$ cat src/rtl/vga_pkg.sv
// Shared types and mode tables for the VGA timing generator.
// Modes are full H/V timing sets; axis_total sums one axis.
package vga_pkg;

  typedef enum logic [1:0] {
    IDLE      = 2'd0,
    RUN       = 2'd1,
    STOP_PEND = 2'd2
  } state_t;

  typedef struct packed {
    int h_active;
    int h_fp;
    int h_sync;
    int h_bp;
    int v_active;
    int v_fp;
    int v_sync;
    int v_bp;
  } mode_t;

  localparam mode_t MODE_640X480_60 = '{640, 16, 96, 48, 480, 10, 2, 33};
  localparam mode_t MODE_800X600_60 = '{800, 40, 128, 88, 600, 1, 4, 23};

  function automatic int axis_total(int active, int fp, int sync, int bp);
    return active + fp + sync + bp;
  endfunction

endpackage

$ cat src/rtl/vga_delay_line.sv
// DEPTH-stage shift register with async reset to a per-bit value.
// DEPTH=0 degenerates to a wire.
module vga_delay_line #(
  parameter int               DEPTH   = 2,
  parameter int               WIDTH   = 1,
  parameter logic [WIDTH-1:0] RST_VAL = '0
) (
  input  logic             px_clk,
  input  logic             rst,
  input  logic [WIDTH-1:0] din,
  output logic [WIDTH-1:0] dout
);

  if (DEPTH == 0) begin : g_pass
    assign dout = din;
  end else begin : g_shift
    logic [WIDTH-1:0] stage [DEPTH];

    always_ff @(posedge px_clk or posedge rst) begin
      if (rst) begin
        for (int i = 0; i < DEPTH; i++) stage[i] <= RST_VAL;
      end else begin
        stage[0] <= din;
        for (int i = 1; i < DEPTH; i++) stage[i] <= stage[i-1];
      end
    end

    assign dout = stage[DEPTH-1];
  end

endmodule

$ cat src/rtl/vga_timing_gen.sv
// Parametrised VGA timing generator with frame-boundary run/stop and pixel-source latency compensation.
// Optional colour-bar generator when VGA_TEST_PATTERN_EN is defined (adds test_sel input).
module vga_timing_gen
  import vga_pkg::*;
#(
  parameter int H_ACTIVE = 640,
  parameter int H_FP     = 16,
  parameter int H_SYNC   = 96,
  parameter int H_BP     = 48,
  parameter int V_ACTIVE = 480,
  parameter int V_FP     = 10,
  parameter int V_SYNC   = 2,
  parameter int V_BP     = 33,
  parameter bit HS_POL   = 1'b0,
  parameter bit VS_POL   = 1'b0,
  parameter int PX_LAT   = 2,
  parameter int CW       = 11,
  parameter int COLOR_W  = 4
) (
  input  logic                   px_clk,
  input  logic                   rst,
  input  logic                   en,
`ifdef VGA_TEST_PATTERN_EN
  input  logic                   test_sel,
`endif
  input  logic [3*COLOR_W-1:0]   px_data,
  output logic [CW-1:0]          px_h,
  output logic [CW-1:0]          px_v,
  output logic                   px_req,
  output logic [COLOR_W-1:0]     RED,
  output logic [COLOR_W-1:0]     GRN,
  output logic [COLOR_W-1:0]     BLU,
  output logic                   HSYNC,
  output logic                   VSYNC,
  output logic                   de,
  output logic                   frame_start,
  output logic                   line_start,
  output logic                   running
);

  localparam int H_TOTAL = axis_total(H_ACTIVE, H_FP, H_SYNC, H_BP);
  localparam int V_TOTAL = axis_total(V_ACTIVE, V_FP, V_SYNC, V_BP);

  if (H_TOTAL - 1 >= (1 << CW) || V_TOTAL - 1 >= (1 << CW)) begin : g_cw_check
    $error("vga_timing_gen: H_TOTAL-1 or V_TOTAL-1 does not fit in CW bits");
  end
  if (PX_LAT < 0 || PX_LAT > 8) begin : g_lat_check
    $error("vga_timing_gen: PX_LAT must be within 0..8");
  end

  state_t        state;
  logic [CW-1:0] hcnt;
  logic [CW-1:0] vcnt;
  logic          h_last, v_last;

  assign h_last  = (int'(hcnt) == H_TOTAL - 1);
  assign v_last  = (int'(vcnt) == V_TOTAL - 1);
  assign running = (state != IDLE);

  // Counters free-run in RUN and STOP_PEND; en wins over the frame-end stop.
  always_ff @(posedge px_clk or posedge rst) begin
    if (rst) begin
      state <= IDLE;
      hcnt  <= '0;
      vcnt  <= '0;
    end else begin
      case (state)
        IDLE: begin
          hcnt <= '0;
          vcnt <= '0;
          if (en) state <= RUN;
        end
        RUN, STOP_PEND: begin
          hcnt <= h_last ? '0 : hcnt + 1'b1;
          if (h_last) vcnt <= v_last ? '0 : vcnt + 1'b1;
          if (en)                   state <= RUN;
          else if (state == RUN)    state <= STOP_PEND;
          else if (h_last && v_last) state <= IDLE;
        end
        default: state <= IDLE;
      endcase
    end
  end

  logic h_act, v_act, de_raw, fs_raw, ls_raw, hs_raw, vs_raw;

  assign h_act  = (int'(hcnt) < H_ACTIVE);
  assign v_act  = (int'(vcnt) < V_ACTIVE);
  assign de_raw = running && h_act && v_act;
  assign fs_raw = running && hcnt == '0 && vcnt == '0;
  assign ls_raw = running && hcnt == '0 && v_act;
  assign hs_raw = (running && int'(hcnt) >= H_ACTIVE + H_FP
                           && int'(hcnt) <  H_ACTIVE + H_FP + H_SYNC) ? HS_POL : ~HS_POL;
  assign vs_raw = (running && int'(vcnt) >= V_ACTIVE + V_FP
                           && int'(vcnt) <  V_ACTIVE + V_FP + V_SYNC) ? VS_POL : ~VS_POL;

  assign px_req = de_raw;
  assign px_h   = de_raw ? hcnt : '0;
  assign px_v   = de_raw ? vcnt : '0;

`ifdef VGA_TEST_PATTERN_EN
  localparam int DW = 5 + CW;
  localparam logic [DW-1:0] DL_RST = {~HS_POL, ~VS_POL, 3'b000, {CW{1'b0}}};
  logic [DW-1:0] raw_vec, dly_vec;
  logic [CW-1:0] d_h;
  logic [2:0]    bar;
  assign raw_vec = {hs_raw, vs_raw, de_raw, fs_raw, ls_raw, hcnt};
  assign d_h     = dly_vec[CW-1:0];
`else
  localparam int DW = 5;
  localparam logic [DW-1:0] DL_RST = {~HS_POL, ~VS_POL, 3'b000};
  logic [DW-1:0] raw_vec, dly_vec;
  assign raw_vec = {hs_raw, vs_raw, de_raw, fs_raw, ls_raw};
`endif

  // Delay matches the pixel source so the output register sees control and data together.
  vga_delay_line #(
    .DEPTH   (PX_LAT),
    .WIDTH   (DW),
    .RST_VAL (DL_RST)
  ) u_dly (
    .px_clk (px_clk),
    .rst    (rst),
    .din    (raw_vec),
    .dout   (dly_vec)
  );

  logic [3*COLOR_W-1:0] rgb_next;

  always_comb begin
    rgb_next = px_data;
`ifdef VGA_TEST_PATTERN_EN
    bar = 3'((int'(d_h) * 8) / H_ACTIVE);
    if (test_sel) rgb_next = {{COLOR_W{bar[2]}}, {COLOR_W{bar[1]}}, {COLOR_W{bar[0]}}};
`endif
  end

  always_ff @(posedge px_clk or posedge rst) begin
    if (rst) begin
      RED         <= '0;
      GRN         <= '0;
      BLU         <= '0;
      HSYNC       <= ~HS_POL;
      VSYNC       <= ~VS_POL;
      de          <= 1'b0;
      frame_start <= 1'b0;
      line_start  <= 1'b0;
    end else begin
      HSYNC       <= dly_vec[DW-1];
      VSYNC       <= dly_vec[DW-2];
      de          <= dly_vec[DW-3];
      frame_start <= dly_vec[DW-4];
      line_start  <= dly_vec[DW-5];
      {RED, GRN, BLU} <= dly_vec[DW-3] ? rgb_next : '0;
    end
  end

endmodule

$ cat config.mk
export PLATFORM = sky130hd
export DESIGN_NAME = vga_timing_gen
export DESIGN_NICKNAME = d
export VERILOG_FILES = /design/src/rtl/vga_pkg.sv /design/src/rtl/vga_delay_line.sv /design/src/rtl/vga_timing_gen.sv
export SDC_FILE = /design/constraint.sdc
export NUM_CORES = 1
export LEC_CHECK = 0
export ABC_CLOCK_PERIOD_IN_PS = 2200
export BUFFER_PORTS_ARGS = -buffer_cell sky130_fd_sc_hd__buf_2
export CAP_MARGIN = 5
export CORE_MARGIN = 1
export CORE_UTILIZATION = 54
export DETAILED_ROUTE_END_ITERATION = 16
export PLACE_DENSITY_LB_ADDON = 0.25
export REMOVE_ABC_BUFFERS = 1
export SLEW_MARGIN = 25
export SYNTH_ARGS = -nofsm -noshare
export SYNTH_HDL_FRONTEND = slang
export SYNTH_SLANG_ARGS = --single-unit
$ cat constraint.sdc
create_clock -name px_clk -period 2.2 [get_ports px_clk]
set_clock_uncertainty 0.05 [all_clocks]
set_input_delay 0.44 -clock px_clk [delete_from_list [all_inputs] [get_ports px_clk]]
set_output_delay 0.44 -clock px_clk [all_outputs]
set_load 0.1 [all_outputs]
==> results of run 1 <==
## flip-flops by register name, indices dropped and copies added, names as in the netlist
register,cells
hcnt,11
vcnt,11
u_dly.dout,5
u_dly.g_shift.stage,5
BLU,4
GRN,4
RED,4
state,2
HSYNC,1
VSYNC,1
de,1
frame_start,1
line_start,1
## per-layer routing
metal	routed length [microns]	global-route usage
met5	0	0
met4	42	0.04667
met3	409	0.05051
met2	2853	0.3831
met1	2438	0.3087
## power by group
part | switching [W] | total (W) | internal, W
clock | 0.000296 | 0.000629 | 0.000332
sequential | 0.0000841 | 0.00119 | 0.00111
combinational | 0.00156 | 0.00222 | 0.000657
total | 0.00194 | 0.00404 | 0.00210
## cell usage after synthesis, drive strengths merged (2+ instances only)
master   n
xnor2    5
ha       7
and4     5
dfrtp   45
nand2   17
nor2    21
nor4     5
a31oi    8
a21oi    5
dfstp    6
nand3   12
inv     13
nor3     7
nand4    5
o21ai   10
clkbuf   7
nand4b   3
buf     11
o22ai    2
and2    31
or3      4
and3     4
nor2b    2
nor4b    2
o311a    2
## logic make-up (layout without fill, tap and decap cells)
logic type	Yosys count	in the layout	share of synthesized area
adders and majority gates	7	7	0.03462
xor gates and xnor gates	5	5	0.01731
DFF	51	51	0.5074
AOI/OAI and AO/OA	35	35	0.09051
buffers and inverters	31	99	0.05886
and+or+nand+nor	123	123	0.2859
muxes	1	1	0.003957
other	1	3	0.001482
## worst max-delay path, delay by kind of cell (launching register included)
kind                       cells  cell delay [ps]
and+or+nand+nor                4              440
adders and majority gates      1              170
buffers and inverters          4              530
DFF                            1              370
## layout make-up
cell class,count,area share
Tap cell,52,0.01871
Sequential cell,51,0.3692
Clock buffer,5,0.01979
Clock inverter,2,0.01080
Timing Repair Buffer,79,0.2249
Inverter,13,0.01403
Multi-Input combinational cell,174,0.3426
## worst max path at each step
stage | from | end | slack, ps | depth (start not counted)
finish | state[1]$_DFFE_PP0P_ | px_v[2] | -110 | 9
global route | state[1]$_DFFE_PP0P_ | px_v[2] | -170 | 9
CTS | state[1]$_DFFE_PP0P_ | px_h[8] | -220 | 8
detailed placement | state[0]$_DFFE_PP0P_ | px_h[8] | 140 | 8
global placement | state[0]$_DFFE_PP0P_ | px_h[8] | 180 | 8
floorplan | state[0]$_DFFE_PP0P_ | px_h[0] | -3870 | 6
## repair_timing
action,in CTS,in global routing
gates resized for setup,26,11
pin swaps,8,8
gates cloned,1,1
endpoints found under the setup margin,20,20
buffers inserted,4,5
## per-stage QoR
stage	area, sq um	hold WS (ps)	setup TNS, ps	setup WS, ps	power (W)
floorplan	2437	281.2	-79140	-3874	0.002490
global placement	3189	281.7	0	183.9	0.003117
detailed placement	3189	291.2	0	137.3	0.003154
CTS	3405	266.7	-3978	-221.2	0.003926
global route	3477	276.0	-3201	-174.5	0.004243
finish	3477	245.2	-1835	-108.5	0.004043
==> metrics.txt, run 1 <==
CTS Buffer Depth 2; CP Cell Sequence inv_2 > ha_4 > nor2_4 > nand2_2 > nor4_4 > buf_4 > buf_6 > and2_4 > buf_12; Peak Freq 433.2 MHz; detailed-route via count between 2000 and 2500; vias in the first global route roughly 1900; register bit total from synthesis 51; post-DR vias/cell approximately 5.8; Post-synth ARST share 1.000; final design utilization 0.7877; Storage cell area 0.001284 sq mm; maxcap violations 0; Final Hold Viols 0; critical path required time between 1500 and 2000 ps; sequential area share after synthesis 0.5074; Final setup viols 20; synth-to-layout area growth 37.44%; antenna-violating nets left 0; GPL Wtd Cong roughly 0.89; most common cell after layout, fill and taps aside dfrtp_1; clock latency on the worst-skew pair 300 ps; Least-Margin Pin Slew between 600 and 700 ps; Setup crit end kind primary output; first-pass GRT wire length 8.949 mm; Fill cells ~290; Port Buf Inserts 52; CTS Root Cell clkbuf_8; initial core utilization 0.5731; Routed WL 5.743 mm; Rows 24; CP max stage cell dfrtp_1; largest net degree at the start of global routing 52; FF-to-FF End vcnt[7]$_DFFE_PP0P_; post-DR wirelength/cell ~15 microns; All-Layer GR Usage 0.2297; area of the multi-input gates 0.001191 sq mm; EDFF count, synth 0; PnR worst setup slack -108.5 ps; n_diodes 0; Reg2Reg Launch Point hcnt[0]$_DFFE_PP0P_; GR Overflow Total 0; VDD IR max just over 0.0009 V; Slew headroom 0.5843; clk sinks 51; Final nets 346; crit start category flip-flop; placed cell count ~360; fin crit period about 2300 ps; PD cells between 1000 and 1500 mW/mm^2; Post-Syn Area 0.002530 sq mm; post-route insts no fill 376; io pins 56; Critical Path AT ~1800 ps; max-slew violations 0; HP Class primary input to async pin; die width around 70 microns; CORE AREA 0.004414 sq mm; antenna violations before repair 0; RSZ-0062 raised after global routing true; ys flop type dfrtp_1; DRC 0; Synth cell types 48; Reg2Reg Depth 5; leak pwr between 1.5 and 2 nW; dpl hpwl around 3.7 mm; Area contributors post-synth dfrtp_1 45%, and2_1 7.4%, dfstp_2 6.2%, ha_1 3.5%, nor2_1 3.1%; Max FO, Critical Path 5; DRT iter0 DRCs about 170; CTS Buf Count 5; Yosys top cell by area dfrtp_1; CP Class flip-flop to primary output; Die Y just over 70 microns; Post-Syn Instances approximately 250; Syn. warnings 0; die area 0.004963 sq mm; status complete, but fails checks; commonest non-fill, non-tap cells in the layout 45 x dfrtp_1, 32 x buf_2, 22 x buf_4; # H-tree levels 2; reg2reg setup slack 200 ps; Reg clk slew, reported paths 90 ps; Mean Syn Cell Area 9.960 sq um; period utilization 1.049; top cell type's share of synthesized area 0.4451; hold buffer count at cts 0; failing checks negative setup slack; share of cells above drive strength 1 0.3796; DRT Pass-1 Iters 5; CTS tree done; CP peak stage delay 370 ps
(Power assumes the default switching activity.)
==> inputs of run 2 (changes only) <==
--- a/config.mk
+++ b/config.mk
@@ -11,6 +11,7 @@
 export CORE_MARGIN = 1
 export CORE_UTILIZATION = 54
 export DETAILED_ROUTE_END_ITERATION = 16
+export GPL_TIMING_DRIVEN = 0
 export PLACE_DENSITY_LB_ADDON = 0.25
 export REMOVE_ABC_BUFFERS = 1
 export SLEW_MARGIN = 25
==> run 2 against run 1 <==
Compared with the run above: global-route usage grew 1.2 points; maximum frequency decreased by 1.3%; sequential power about the same; critical endpoint is now px_h[8]; critical path type unchanged; total power is 1.7% lower; the flow still finishes with violations (negative setup slack); combinational power fell by 6%; worst hold slack worse by 110 ps; die area did not move; count of clock-buffer cells in the layout unchanged; setup slack worse by 29 ps; via count is 2.1% lower.
==> metrics.txt, run 2 (synthesized netlist as in run 1, its figures left out) <==
VDD IR max 0.001148 V (+24%); max-slew violations 0 (unchanged); commonest non-fill, non-tap cells in the layout 40 x dfrtp_1, 32 x buf_2, 20 x nor2_1, 20 x buf_12; DRT Pass-1 Iters 6 (+1); CTS Buf Count 5 (unchanged); GPL Wtd Cong 0.8465 (-4.4%); Final setup viols 19 (-5.0%); detailed-route via count 2123 (-2.1%); Routed WL 5.728 mm (-0.26%); leak pwr 1.543 nW (-3.5%); clk sinks 51 (unchanged); worst hold margin 135.1 ps (-110.1 ps); n_diodes 0 (unchanged); DRT iter0 DRCs 173 (+1.2%); post-DR vias/cell 5.801 (+0.60%); status complete, but fails checks; All-Layer GR Usage 0.2413 (+0.01152); Reg clk slew, reported paths 100 ps (about the same); PD cells 1158 mW/mm^2 (-0.40%); CORE AREA 0.004414 sq mm (unchanged); critical path required time 1710 ps (about the same); vias in the first global route 1929 (+0.10%); CP max stage cell dfrtp_2; hold buffer count at cts 0 (unchanged); CP Cell Sequence and4_4 > nor4_4 > buf_6 > buf_6 > and2_4 > buf_12; most common cell after layout, fill and taps aside dfrtp_1; CP top delay family simple AND/OR/NAND/NOR gates; Worst path most repeated cell buf_6; top flop regs hcnt: 11 flops, vcnt: 11 flops; Reg2Reg Launch Point hcnt[0]$_DFFE_PP0P_; CTS tree done; Rows 24 (unchanged); post-DR wirelength/cell 15.65 microns (+2.5%); post-placement worst setup slack -523.9 ps (-661.2 ps); period utilization 1.063 (+0.01329); Critical Path AT 1850 ps (+30 ps); Final nets 335 (-3.2%); Least-Margin Pin Slew 594.8 ps (-28.63 ps); GR Overflow Total 0 (unchanged); share of cells above drive strength 1 0.3758 (-0.003833); initial core utilization 0.5731 (unchanged); clock latency on the worst-skew pair 310 ps (about the same); antenna-violating nets left 0 (unchanged); largest net degree at the start of global routing 27 (-48%); Peak Freq 427.8 MHz (-1.3%); # H-tree levels 2 (unchanged); Setup crit end kind primary output; Slew headroom 0.6029 (+0.01851); CTS Buffer Depth 2 (unchanged); PnR worst setup slack -137.7 ps (-29.25 ps); antenna violations before repair 0 (unchanged); critical path startpoint vcnt[7]$_DFFE_PP0P_; worst path bufs/invs 3 (-1); fin crit period 2338 ps (+29.25 ps); CP Class flip-flop to primary output; failing checks negative setup slack; Die Y 70.45 microns (unchanged); crit start category flip-flop; Final Hold Viols 0 (unchanged); Max FO, Critical Path 8 (+3); die width 70.45 microns (unchanged); CP peak stage delay 450 ps (+80 ps); maxcap violations 0 (unchanged); io pins 56 (unchanged); DRC 0 (unchanged); die area 0.004963 sq mm (unchanged); Port Buf Inserts 52 (unchanged); first-pass GRT wire length 9.370 mm (+4.7%); HP Class primary input to async pin; dpl hpwl 3.397 mm (-7.4%); RSZ-0062 raised after global routing true; synth-to-layout area growth 35.61%; CTS Root Cell clkbuf_8
run 2: cell types whose count changed in the layout (fill, tap and decap cells not counted), sizes merged:
cell,before,now
buf,79,68
inv,13,14
run 2: stage by stage:
step / cell area (sq um) / total power, W / utilization / setup TNS, ps / instances
finish: 3431 / 0.003973 / 0.7772 / -2142 / 366
floorplan: 2437 / 0.002490 / - / -79140 / 238
detailed placement: 2811 / 0.002990 / 0.6369 / -9289 / 345
CTS: 3328 / 0.003895 / 0.7540 / -3519 / 359
global route: 3431 / 0.004143 / 0.7772 / -2871 / 366
global placement: 2763 / 0.002928 / 0.6259 / -44640 / 342
run 2: worst register-to-register path: stages, from the launching register on:
cell,delay (ps)
dfrtp_1,460
ha_1,280
and4_4,330
nand4_4,190
or4b_1,560
nand3_1,90
run 2: final timing paths:
check	to	slack (ps)	depth (start not counted)
min in group px_clk	state[1]$_DFFE_PP0P_	270	2
worst min register to register	line_start$_DFF_PP0_	310	0
worst max register to register	vcnt[7]$_DFFE_PP0P_	160	5
worst min-delay path	hcnt[10]$_DFFE_PP0P_	140	2
max in group asynchronous	HSYNC$_DFF_PP1_	1370	3
worst max-delay path	px_h[8]	-140	6
run 2: final cells by class:
cell class | instances | area (sq um)
well taps | 52 | 65.06
flip-flops and latches | 51 | 1290
fillers | 285 | 983.4
clock inverters | 3 | 46.29
multi-input cells | 174 | 1196
inverters | 13 | 48.80
clock buffers | 5 | 68.82
repair buffers | 68 | 715.7
run 2: metal layers:
layer  share of wire  track usage  wire length [microns]
met1            0.40       0.3166                   2316
met2            0.49       0.3862                   2815
met3           0.076      0.05772                    438
met4           0.027      0.09111                    157
met5               0            0                      0
run 2: where the power goes:
part           internal (W)  switching, W  total [W]
Sequential          0.00111      0.000101    0.00121
Combinational      0.000560       0.00153    0.00209
Clock              0.000343      0.000327   0.000670
Total               0.00201       0.00196    0.00397
run 2: timing repair:
| item | CTS | global route |
|---|---|---|
| resized for setup | 101 | 18 |
| setup endpoints to repair | 20 | 35 |
| pin swaps | 2 | 3 |
| cloned | 1 | 0 |
| setup buffers | 5 | 7 |
==> inputs of run 3 (changes only) <==
--- a/config.mk
+++ b/config.mk
@@ -8,13 +8,15 @@
 export ABC_CLOCK_PERIOD_IN_PS = 2200
 export BUFFER_PORTS_ARGS = -buffer_cell sky130_fd_sc_hd__buf_2
 export CAP_MARGIN = 5
+export CELL_PAD_IN_SITES_DETAIL_PLACEMENT = 0
+export CELL_PAD_IN_SITES_GLOBAL_PLACEMENT = 1
 export CORE_MARGIN = 1
-export CORE_UTILIZATION = 54
+export CORE_UTILIZATION = 41
 export DETAILED_ROUTE_END_ITERATION = 16
 export GPL_TIMING_DRIVEN = 0
 export PLACE_DENSITY_LB_ADDON = 0.25
 export REMOVE_ABC_BUFFERS = 1
-export SLEW_MARGIN = 25
+export SLEW_MARGIN = 15
 export SYNTH_ARGS = -nofsm -noshare
 export SYNTH_HDL_FRONTEND = slang
 export SYNTH_SLANG_ARGS = --single-unit
==> run 3 against run 2 <==
Compared with the run above: the run still ends with negative setup slack left; via count decreased by 4.2%; first-iteration DRC count decreased by 35%; setup slack better by 13 ps; sequential share of layout area hardly changed; worst hold slack got worse by 16 ps; total power fell by 0.93%; critical path type unchanged; critical endpoint is now px_v[3].
==> metrics.txt, run 3 (synthesized netlist as in run 1, its figures left out) <==
status complete, but fails checks; failing checks negative setup slack; Peak Freq 430.1 MHz (+0.54%); CP max stage cell dfrtp_2; die width 80.55 microns (+14%); switch share 0.4951 (+0.001297); die area 0.006488 sq mm (+31%); critical path required time 1710 ps (about the same); Max FO, Critical Path 8 (unchanged); CP peak stage delay 450 ps (about the same); sequential power share 0.308 (+0.004); max-slew violations 0 (unchanged); post-placement worst setup slack -636.2 ps (-112.3 ps); Critical Path AT 1840 ps (about the same); io pins 56 (unchanged); Routed WL 5.727 mm (about the same); post-DR wirelength/cell 14.72 microns (-5.9%); CP Cell Sequence and4_4 > nor4_4 > buf_6 > buf_6 > and2_4 > buf_12; crit start category flip-flop; CORE AREA 0.005921 sq mm (+34%); Reg clk slew, reported paths 90 ps (about the same); Port Buf Inserts 52 (unchanged); post-DR vias/cell 5.226 (-9.9%); synth-to-layout area growth 35.71% (about the same); GR Overflow Total 0 (unchanged); top flop regs hcnt: 11 flops, vcnt: 11 flops; DRC 0 (unchanged); Reg2Reg Launch Point hcnt[0]$_DFFE_PP0P_; worst hold margin 119.5 ps (-15.68 ps); post-route insts no fill 389 (+6.3%); Reg2Reg Depth 5 (unchanged); HP Class primary input to async pin; commonest non-fill, non-tap cells in the layout 40 x dfrtp_1, 32 x buf_2, 20 x buf_12; clock latency on the worst-skew pair 310 ps (about the same); detailed-route via count 2033 (-4.2%); Rows 28 (+17%); Final nets 335 (unchanged); maxcap violations 0 (unchanged); CP Class flip-flop to primary output; # H-tree levels 2 (unchanged); CTS Buffer Depth 2 (unchanged); largest net degree at the start of global routing 28 (+3.7%); n_diodes 0 (unchanged); most common cell after layout, fill and taps aside dfrtp_1; DRT Pass-1 Iters 4 (-2); DRT iter0 DRCs 112 (-35%); RSZ-0062 raised after global routing true; PD cells 1146 mW/mm^2 (-1.0%); Die Y 80.55 microns (+14%); Setup crit end kind primary output; Final Hold Viols 0 (unchanged); Least-Margin Pin Slew 618.8 ps (+23.94 ps); share of cells above drive strength 1 0.3790 (+0.003185); All-Layer GR Usage 0.1910 (-0.05025); leak pwr 1.539 nW (-0.24%); antenna-violating nets left 0 (unchanged); Clock Power Share 0.170 (about the same); CTS Root Cell clkbuf_8; placed cell count 368 (+6.7%); reg2reg setup slack 160 ps (about the same); worst path bufs/invs 3 (unchanged); period utilization 1.057 (-0.005750); Gate power share 0.522 (-0.005); VDD IR max 0.0009276 V (-19%); vias in the first global route 1904 (-1.3%); Total Power 0.003936 W (-0.93%); dpl hpwl 3.790 mm (+12%); PnR worst setup slack -125.1 ps (+12.65 ps); CP top delay family simple AND/OR/NAND/NOR gates; Slew headroom 0.5856 (-0.01731); Psw 0.001949 W (-0.67%); FF-to-FF End vcnt[7]$_DFFE_PP0P_; Final setup viols 20 (+1); CTS tree done; initial core utilization 0.4273 (-0.1458); internal power 0.001987 W (-1.2%); antenna violations before repair 0 (unchanged); first-pass GRT wire length 9.218 mm (-1.6%); CTS Buf Count 5 (unchanged); GPL Wtd Cong 0.8174 (-3.4%); fin crit period 2325 ps (-12.65 ps); clk sinks 51 (unchanged); Worst path most repeated cell buf_6
-- run 3: what timing repair did --
| item | 4_1_cts | 5_1_grt |
|---|---|---|
| setup buffers | 7 | 6 |
| hold buffers | 0 | 0 |
| gates resized for setup | 106 | 8 |
| endpoints found under the setup margin | 20 | 28 |
| pin swaps | 3 | 3 |
-- run 3: power groups by stage --
stage	Clock (W)	Combinational [W]	Sequential, W
floorplan	0	0.000740	0.00175
global placement	0	0.00172	0.00123
detailed placement	0	0.00177	0.00125
CTS	0.000685	0.00205	0.00122
global route	0.000724	0.00217	0.00124
finish	0.000668	0.00205	0.00121
-- run 3: final cells by class --
type	count	area [sq um]
inverter	13	48.80
clock buffer	5	68.82
fill	510	2487
timing repair buffer	68	691.9
sequential	51	1290
clock inverter	3	43.79
tap	75	93.84
multi-input combinational	174	1196
-- run 3: worst max-delay path by stage --
stage | from | to | slack (ps) | depth (start not counted)
2_1_floorplan | state[0]$_DFFE_PP0P_ | px_h[0] | -3870 | 6
3_3_place_gp | state[0]$_DFFE_PP0P_ | px_h[3] | -2250 | 7
3_5_place_dp | state[0]$_DFFE_PP0P_ | px_h[8] | -640 | 8
4_1_cts | state[1]$_DFFE_PP0P_ | px_h[8] | -180 | 9
5_1_grt | vcnt[7]$_DFFE_PP0P_ | px_h[8] | -180 | 6
6_report | vcnt[7]$_DFFE_PP0P_ | px_v[3] | -130 | 6
-- run 3: stage by stage --
step / cell area [sq um] / setup TNS (ps) / utilization
global placement: 2791 / -52970 / 0.4715
global route: 3433 / -3017 / 0.5799
floorplan: 2437 / -79140 / -
finish: 3433 / -1919 / 0.5799
detailed placement: 2833 / -11210 / 0.4784
CTS: 3371 / -3145 / 0.5693
-- run 3: routing by layer --
layer	part of all wire	global-route usage
met1	0.47	0.2563
met5	0	0
met3	0.054	0.04091
met2	0.46	0.3068
met4	0.013	0.05893
